===== src/rtl/ip_latch_capture.sv =====
// Captures Z80 I/O writes to IO_ADDRESS into latch_data (clk42m domain).
// Optional readback path is built when LATCH_READBACK_EN is defined.
module ip_latch_capture #(
  parameter logic [7:0]  IO_ADDRESS    = 8'h88,
  parameter int unsigned SETTLE_CYCLES = 3,
  parameter logic [7:0]  RESET_VALUE   = 8'h00
) (
  input  logic       clk42m,
  input  logic       reset,
  input  logic       bus_n_iorq,
  input  logic       bus_n_wr,
  input  logic       bus_n_rd,
  input  logic [7:0] bus_address,
  input  logic [7:0] bus_wdata,
  output logic [7:0] latch_data,
  output logic       latch_update
`ifdef LATCH_READBACK_EN
  ,
  output logic [7:0] bus_rdata,
  output logic       bus_rdata_en
`endif
);

  typedef enum logic [1:0] {
    ST_IDLE,
    ST_SETTLE,
    ST_CAPTURE,
    ST_RELEASE
  } state_t;

  localparam logic [3:0] SETTLE_LAST = 4'(SETTLE_CYCLES - 1);

  logic [1:0] iorq_q;
  logic [1:0] wr_q;
  logic [7:0] addr_q1;
  logic [7:0] addr_q2;
  logic [7:0] wdata_q1;
  logic [7:0] wdata_q2;
  logic       w_wr_act;
  logic       addr_hit;

  state_t     state_q;
  state_t     state_d;
  logic [3:0] cnt_q;
  logic [3:0] cnt_d;
  logic       cap;

  always_ff @(posedge clk42m or posedge reset) begin
    if (reset) begin
      iorq_q   <= 2'b11;
      wr_q     <= 2'b11;
      addr_q1  <= '0;
      addr_q2  <= '0;
      wdata_q1 <= '0;
      wdata_q2 <= '0;
    end else begin
      iorq_q   <= {iorq_q[0], bus_n_iorq};
      wr_q     <= {wr_q[0], bus_n_wr};
      addr_q1  <= bus_address;
      addr_q2  <= addr_q1;
      wdata_q1 <= bus_wdata;
      wdata_q2 <= wdata_q1;
    end
  end

  assign w_wr_act = !iorq_q[1] && !wr_q[1];
  assign addr_hit = (addr_q2 == IO_ADDRESS);

  always_ff @(posedge clk42m or posedge reset) begin
    if (reset) begin
      state_q <= ST_IDLE;
      cnt_q   <= '0;
    end else begin
      state_q <= state_d;
      cnt_q   <= cnt_d;
    end
  end

  // In ST_RELEASE the counter tracks consecutive idle cycles.
  always_comb begin
    state_d = state_q;
    cnt_d   = cnt_q;
    cap     = 1'b0;
    unique case (state_q)
      ST_IDLE: begin
        if (w_wr_act) begin
          cnt_d   = '0;
          state_d = ST_SETTLE;
        end
      end
      ST_SETTLE: begin
        if (!w_wr_act) begin
          state_d = ST_IDLE;
        end else if (cnt_q == SETTLE_LAST) begin
          state_d = ST_CAPTURE;
        end else begin
          cnt_d = cnt_q + 4'd1;
        end
      end
      ST_CAPTURE: begin
        cap     = addr_hit;
        cnt_d   = '0;
        state_d = ST_RELEASE;
      end
      ST_RELEASE: begin
        if (w_wr_act) begin
          cnt_d = '0;
        end else if (cnt_q == 4'd1) begin
          cnt_d   = '0;
          state_d = ST_IDLE;
        end else begin
          cnt_d = 4'd1;
        end
      end
      default: begin
        state_d = ST_IDLE;
      end
    endcase
  end

  always_ff @(posedge clk42m or posedge reset) begin
    if (reset) begin
      latch_data   <= RESET_VALUE;
      latch_update <= 1'b0;
    end else begin
      latch_update <= cap;
      if (cap) begin
        latch_data <= wdata_q2;
      end
    end
  end

`ifdef LATCH_READBACK_EN
  logic [1:0] rd_q;
  logic       w_rd_act;

  always_ff @(posedge clk42m or posedge reset) begin
    if (reset) begin
      rd_q <= 2'b11;
    end else begin
      rd_q <= {rd_q[0], bus_n_rd};
    end
  end

  assign w_rd_act = !iorq_q[1] && !rd_q[1];

  // A write strobe wins over a simultaneous read.
  always_ff @(posedge clk42m or posedge reset) begin
    if (reset) begin
      bus_rdata_en <= 1'b0;
    end else begin
      bus_rdata_en <= w_rd_act && !w_wr_act && addr_hit;
    end
  end

  assign bus_rdata = bus_rdata_en ? latch_data : 8'h00;
`else
  logic rd_unused;
  assign rd_unused = bus_n_rd;
`endif

endmodule

===== config.mk =====
export PLATFORM = sky130hd
export DESIGN_NAME = ip_latch_capture
export DESIGN_NICKNAME = d
export VERILOG_FILES = /design/src/rtl/ip_latch_capture.sv
export SDC_FILE = /design/constraint.sdc
export NUM_CORES = 1
export LEC_CHECK = 0
export CAP_MARGIN = 10
export CORE_MARGIN = 5
export CORE_UTILIZATION = 40
export DETAILED_ROUTE_END_ITERATION = 12
export PLACE_DENSITY = 0.65
export SETUP_SLACK_MARGIN = 0.2
export SKIP_CTS_REPAIR_TIMING = 1
export SKIP_LAST_GASP = 1
export SYNTH_ARGS = -nofsm -noshare
export SYNTH_HDL_FRONTEND = slang
export SYNTH_SLANG_ARGS = --single-unit

===== constraint.sdc =====
create_clock -name clk42m -period 2.3 [get_ports clk42m]
set_clock_uncertainty 0.1 [all_clocks]
set_input_delay 0.46 -clock clk42m [delete_from_list [all_inputs] [get_ports clk42m]]
set_output_delay 0.46 -clock clk42m [all_outputs]
set_load 0.05 [all_outputs]

==> results.cfg, run 1 <==
[floorplan]
ioPinCount = 30
die_area_mm2 = 0.00559
core-area_mm2 = 0.00403
die_h_um = 74.8
initial_core_util_pct = 41.7
rows = 23
die_w_um = 74.8

[sta]
slew_violations = 0
max_freq_ghz = 0.492
hold_violations = 0
setup_tns_ns = 0
layout_min_cycle_time_ns = 2.03
tightest_slew_ns = 0.510
setup_viol = 0
fin_crit_sh_pct = 88.3
slew_headroom_pct = 65.9
rsz0062_at_grt = false

[finish]
most-common-layout-cells = 47 x dfrtp_1, 28 x clkdlybuf4s50_1, 8 x mux2_2
register_area_mm2 = 0.00128
n_fill_cell = 341
area_delta_synth_final_pct = 24.8
final_nets = 159
drive_gt1_share_pct = 19.9
mostFrequentLayoutCell = dfrtp_1
antenna_cells = 0
multi_input_area_um2 = 342

[critical_path]
arrival_ns = 1.47
path_cells = clkdlybuf4s50_1
cp-end-kind = output port
critical_path_class = flip-flop to output port
critPathMaxStageDelay_ns = 0.82
critPathBufInv = 1
path_delay_family = buffers and inverters
cp_data_required_time_ns = 1.74
cp_slowest_cell = clkdlybuf4s50_1
cp_max_fo = 2
worstSetupStartpointType = flip-flop

[placement]
globalplace.congestion = 0.744
port_buffers = 28
post-dp-hpwl_um = 1800

[route]
viasPerCell = 4.76
totalWireLength_um = 2510
dr.pass1.iters = 4
dr.first_iter.drc_count = 70
drt.antenna.violating_nets = 0
vias = 886
drt-wirelength-per-cell_um = 13.5
route.detailed.drc = 0

[grt]
antenna_found_initial = 0
grt_pass1_vias = 941
grt_pass1_wl_um = 4100
grt_max_degree = 39
overflow = 0
grt_usage_pct = 9.81

[synth]
synth_cell_type_count = 28
syn-num-nets = 126
syn_area_mm2 = 0.00168
synth_warnings = 0
synth.avg_cell_area_um2 = 16.5
synthesis.instances = 102
synth-seq-cells = 51
ys_seq_area_share_pct = 76.3

[clock_network]
clock-root-buffer = clkbuf_8
htree_levels = 2
clockBufferDepth = 2
cts_sinks = 51
worstSkewPairLatency_ns = 0.29
cts-buffers-inserted = 5
clkSlewWorstSetupHoldPaths_ns = 0.09
cts_tree = done

[power]
leakagePower_nw = 0.948
ir_drop_mv = 0.568
finalPower_w = 0.00173
power.density_mw_per_mm2 = 825

[min_path]
hold_class = flip-flop to flip-flop

[job]
maxCapViolCount = 0

[outcome]
status = completed
worst reg2reg max path, stage by stage, from the launching register on:
cell	delay [ns]
dfrtp_1	0.52
nor4b_2	0.36
nand4b_2	0.34
mux2_2	0.38
kinds of logic (layout without fill, tap and decap cells):
family | Yosys count | count (layout) | synth area share [%]
buf+inv | 9 | 43 | 3.35
flops | 51 | 51 | 76.3
simple gates | 18 | 18 | 8.05
mux | 8 | 8 | 5.37
fa+ha+maj | 3 | 3 | 2.24
compound gates | 13 | 13 | 4.70
Yosys cell counts:
cell type,n,area share (%)
a211oi_1,1,0.45
a21oi_1,4,1.2
a22oi_1,1,0.45
a31oi_1,1,0.37
and2b_1,1,0.45
buf_6,3,2.0
dfrtp_1,47,70
dfstp_2,4,6.3
ha_1,3,2.2
inv_1,5,1.1
inv_2,1,0.22
mux2_2,8,5.4
nand2_1,2,0.45
nand3_1,2,0.60
nand4_1,1,0.37
nand4b_1,1,0.52
nand4b_2,1,0.89
nor2_1,2,0.45
nor3b_2,1,0.75
nor4b_1,1,0.52
nor4b_2,1,0.89
o21ai_0,4,1.2
o2bb2ai_1,1,0.52
o311ai_1,1,0.52
or2_1,1,0.37
or3_1,1,0.37
or3b_2,1,0.52
or4_1,2,0.89
worst paths after layout:
kind                                            from                        end  slack [ns]  depth (start not counted)
setup / recovery           latch_data[4]$_DFFE_PP0P_              latch_data[4]        0.27                          1
hold / removal                  addr_q1[0]$_DFF_PP0_       addr_q2[0]$_DFF_PP0_        0.25                          0
setup reg to reg              state_q[0]$_DFFE_PP0P_  latch_data[0]$_DFFE_PP0P_        0.49                          3
hold reg to reg                 addr_q1[0]$_DFF_PP0_       addr_q2[0]$_DFF_PP0_        0.25                          0
max in group asynchronous                      reset       addr_q1[0]$_DFF_PP0_        1.31                          3
min in group asynchronous                      reset      wdata_q2[3]$_DFF_PP0_        0.32                          2
registers in the layout, summed over array words and instances (netlist names), named ones only:
register and cells:
addr_q1 8, addr_q2 8, latch_data 8, wdata_q1 8
wdata_q2 8, cnt_q 4, iorq_q 2, wr_q 2
latch_update 1, state_q 1
metal layers:
layer | track usage (%) | wire length (µm) | vias up
met5 | 0 | 0 | -
met1 | 10.6 | 959 | 452
li1 | - | - | 412
met4 | 3.56 | 9 | 0
met3 | 4.14 | 163 | 2
met2 | 17.2 | 1370 | 20
power breakdown:
part | internal, W | total, W | switching [W] | leakage [nW]
sequential | 0.000962 | 0.00104 | 0.0000763 | 0.618
combinational | 0.000100 | 0.000200 | 0.000100 | 0.282
clock | 0.000214 | 0.000490 | 0.000276 | 0.0483
metrics by stage:
stage | instance area [µm²] | hold WS (ns) | setup slack, ns | utilization, % | instances
2_1_floorplan | 1680 | 0.231 | 0.517 | - | 102
3_3_place_gp | 2010 | 0.232 | 0.482 | 49.8 | 178
3_5_place_dp | 2010 | 0.235 | 0.458 | 49.8 | 178
4_1_cts | 2100 | 0.255 | 0.247 | 52.0 | 186
5_1_grt | 2100 | 0.262 | 0.211 | 52.0 | 186
6_report | 2100 | 0.251 | 0.268 | 52.0 | 186
layout make-up:
cell class | instances | share of cell area, %
clock buffers | 5 | 3.28
clock inverters | 3 | 0.896
repair buffers | 29 | 14.3
multi-input cells | 42 | 16.3
flip-flops and latches | 51 | 61.1
inverters | 6 | 1.07
well taps | 50 | 2.99
(Power assumes the default switching activity.)
==> inputs of run 2 (changes only) <==
--- a/config.mk
+++ b/config.mk
@@ -8,6 +8,7 @@
 export CAP_MARGIN = 10
 export CORE_MARGIN = 5
 export CORE_UTILIZATION = 40
+export CTS_BUF_LIST = sky130_fd_sc_hd__clkbuf_4
 export DETAILED_ROUTE_END_ITERATION = 12
 export PLACE_DENSITY = 0.65
 export SETUP_SLACK_MARGIN = 0.2
@@ -16,3 +17,4 @@
 export SYNTH_ARGS = -nofsm -noshare
 export SYNTH_HDL_FRONTEND = slang
 export SYNTH_SLANG_ARGS = --single-unit
+export TNS_END_PERCENT = 1
==> results.cfg, run 2 (synthesized netlist as in run 1, its figures left out) <==
[critical_path]
cp_max_fo = 2
worstSetupStartpointType = flip-flop
cp_slowest_cell = clkdlybuf4s50_1
critical_path_class = flip-flop to output port
path_cells = clkdlybuf4s50_1
critPathMaxStageDelay_ns = 0.82
cp_data_required_time_ns = 1.74
critPathBufInv = 1
cp-end-kind = output port
path_delay_family = buffers and inverters
arrival_ns = 1.55

[clock_network]
clock-root-buffer = clkbuf_4
clockBufferDepth = 2
cts-buffers-inserted = 5
worstSkewPairLatency_ns = 0.35
htree_levels = 2
cts_sinks = 51
cts_tree = done
clkSlewWorstSetupHoldPaths_ns = 0.14

[finish]
n_fill_cell = 344
mostFrequentLayoutCell = dfrtp_1
register_area_mm2 = 0.00128
drive_gt1_share_pct = 19.9
most-common-layout-cells = 47 x dfrtp_1, 27 x clkdlybuf4s50_1, 8 x mux2_2
final_nets = 159
antenna_cells = 0
area_delta_synth_final_pct = 23.1
multi_input_area_um2 = 342
final_cell_area_mm2 = 0.00207

[floorplan]
core-area_mm2 = 0.00403
die_w_um = 74.8
die_area_mm2 = 0.00559
initial_core_util_pct = 41.7
rows = 23
die_h_um = 74.8
ioPinCount = 30

[route]
viasPerCell = 4.75
totalWireLength_um = 2510
drt.antenna.violating_nets = 0
route.detailed.drc = 0
drt-wirelength-per-cell_um = 13.5
dr.first_iter.drc_count = 63
dr.pass1.iters = 4
vias = 884

[grt]
grt_pass1_wl_um = 4110
grt_usage_pct = 9.95
overflow = 0
grt_pass1_vias = 947
grt_max_degree = 39
antenna_found_initial = 0

[sta]
worst_slack_ns = 0.191
slew_violations = 0
fin_crit_sh_pct = 91.7
layout_min_cycle_time_ns = 2.11
hold_violations = 0
slew_headroom_pct = 65.9
setup_viol = 0
rsz0062_at_grt = true
tightest_slew_ns = 0.510
setup_tns_ns = 0
max_freq_ghz = 0.474

[job]
maxCapViolCount = 0

[power]
finalPower_w = 0.00162
power.density_mw_per_mm2 = 786
ir_drop_mv = 0.507
leakagePower_nw = 0.954

[placement]
dp_slack_ns = 0.458
globalplace.congestion = 0.744
post-dp-hpwl_um = 1800
placed_cell_area_mm2 = 0.00201
port_buffers = 28

[min_path]
hold_class = input pin to asynchronous set/reset pin

[outcome]
status = completed
-- run 2: path summary, 6_finish.rpt --
| check | start | endpoint | slack, ns | depth (start not counted) |
|---|---|---|---|---|
| max | latch_data[4]$_DFFE_PP0P_ | latch_data[4] | 0.19 | 1 |
| min reg2reg | wdata_q1[7]$_DFF_PP0_ | wdata_q2[7]$_DFF_PP0_ | 0.26 | 0 |
| min | reset | latch_data[1]$_DFFE_PP0P_ | 0.25 | 2 |
| min in group clk42m | wdata_q1[7]$_DFF_PP0_ | wdata_q2[7]$_DFF_PP0_ | 0.26 | 0 |
| max reg2reg | state_q[0]$_DFFE_PP0P_ | latch_data[0]$_DFFE_PP0P_ | 0.48 | 3 |
| max in group asynchronous | reset | latch_update$_DFF_PP0_ | 1.38 | 3 |
-- run 2: power breakdown --
group / total [W] / internal, W / switching, W
registers: 0.00104 / 0.000963 / 0.0000763
logic: 0.000200 / 0.000100 / 0.000100
clock network: 0.000385 / 0.000120 / 0.000265
total: 0.00162 / 0.00118 / 0.000441
-- run 2: metrics by stage --
step / hold slack [ns] / instances / util [%]
finish: 0.251 / 186 / 51.3
global route: 0.259 / 186 / 51.3
CTS: 0.239 / 186 / 51.2
detailed placement: 0.235 / 178 / 49.8
global placement: 0.232 / 178 / 49.8
floorplan: 0.231 / 102 / -
-- run 2: layer usage --
metal | share of wire (%) | GRT usage (%) | vias to the layer above
li1 | - | - | 413
met1 | 39 | 10.5 | 445
met2 | 53 | 17.2 | 20
met3 | 6.3 | 4.54 | 6
met4 | 1.9 | 4.15 | 0
met5 | 0 | 0 | -
-- run 2: final cells by class --
class | count | area share (%)
sequential | 51 | 62.0
multi-input combinational | 42 | 16.5
timing repair buffer | 29 | 14.6
tap | 50 | 3.03
clock buffer | 5 | 1.82
inverter | 6 | 1.09
clock inverter | 3 | 0.908
-- run 2: worst register-to-register path, cell delays in order (launching register included) --
cell and delay, ns:
dfrtp_1 0.53, nor4b_2 0.36, nand4b_2 0.34, mux2_2 0.38
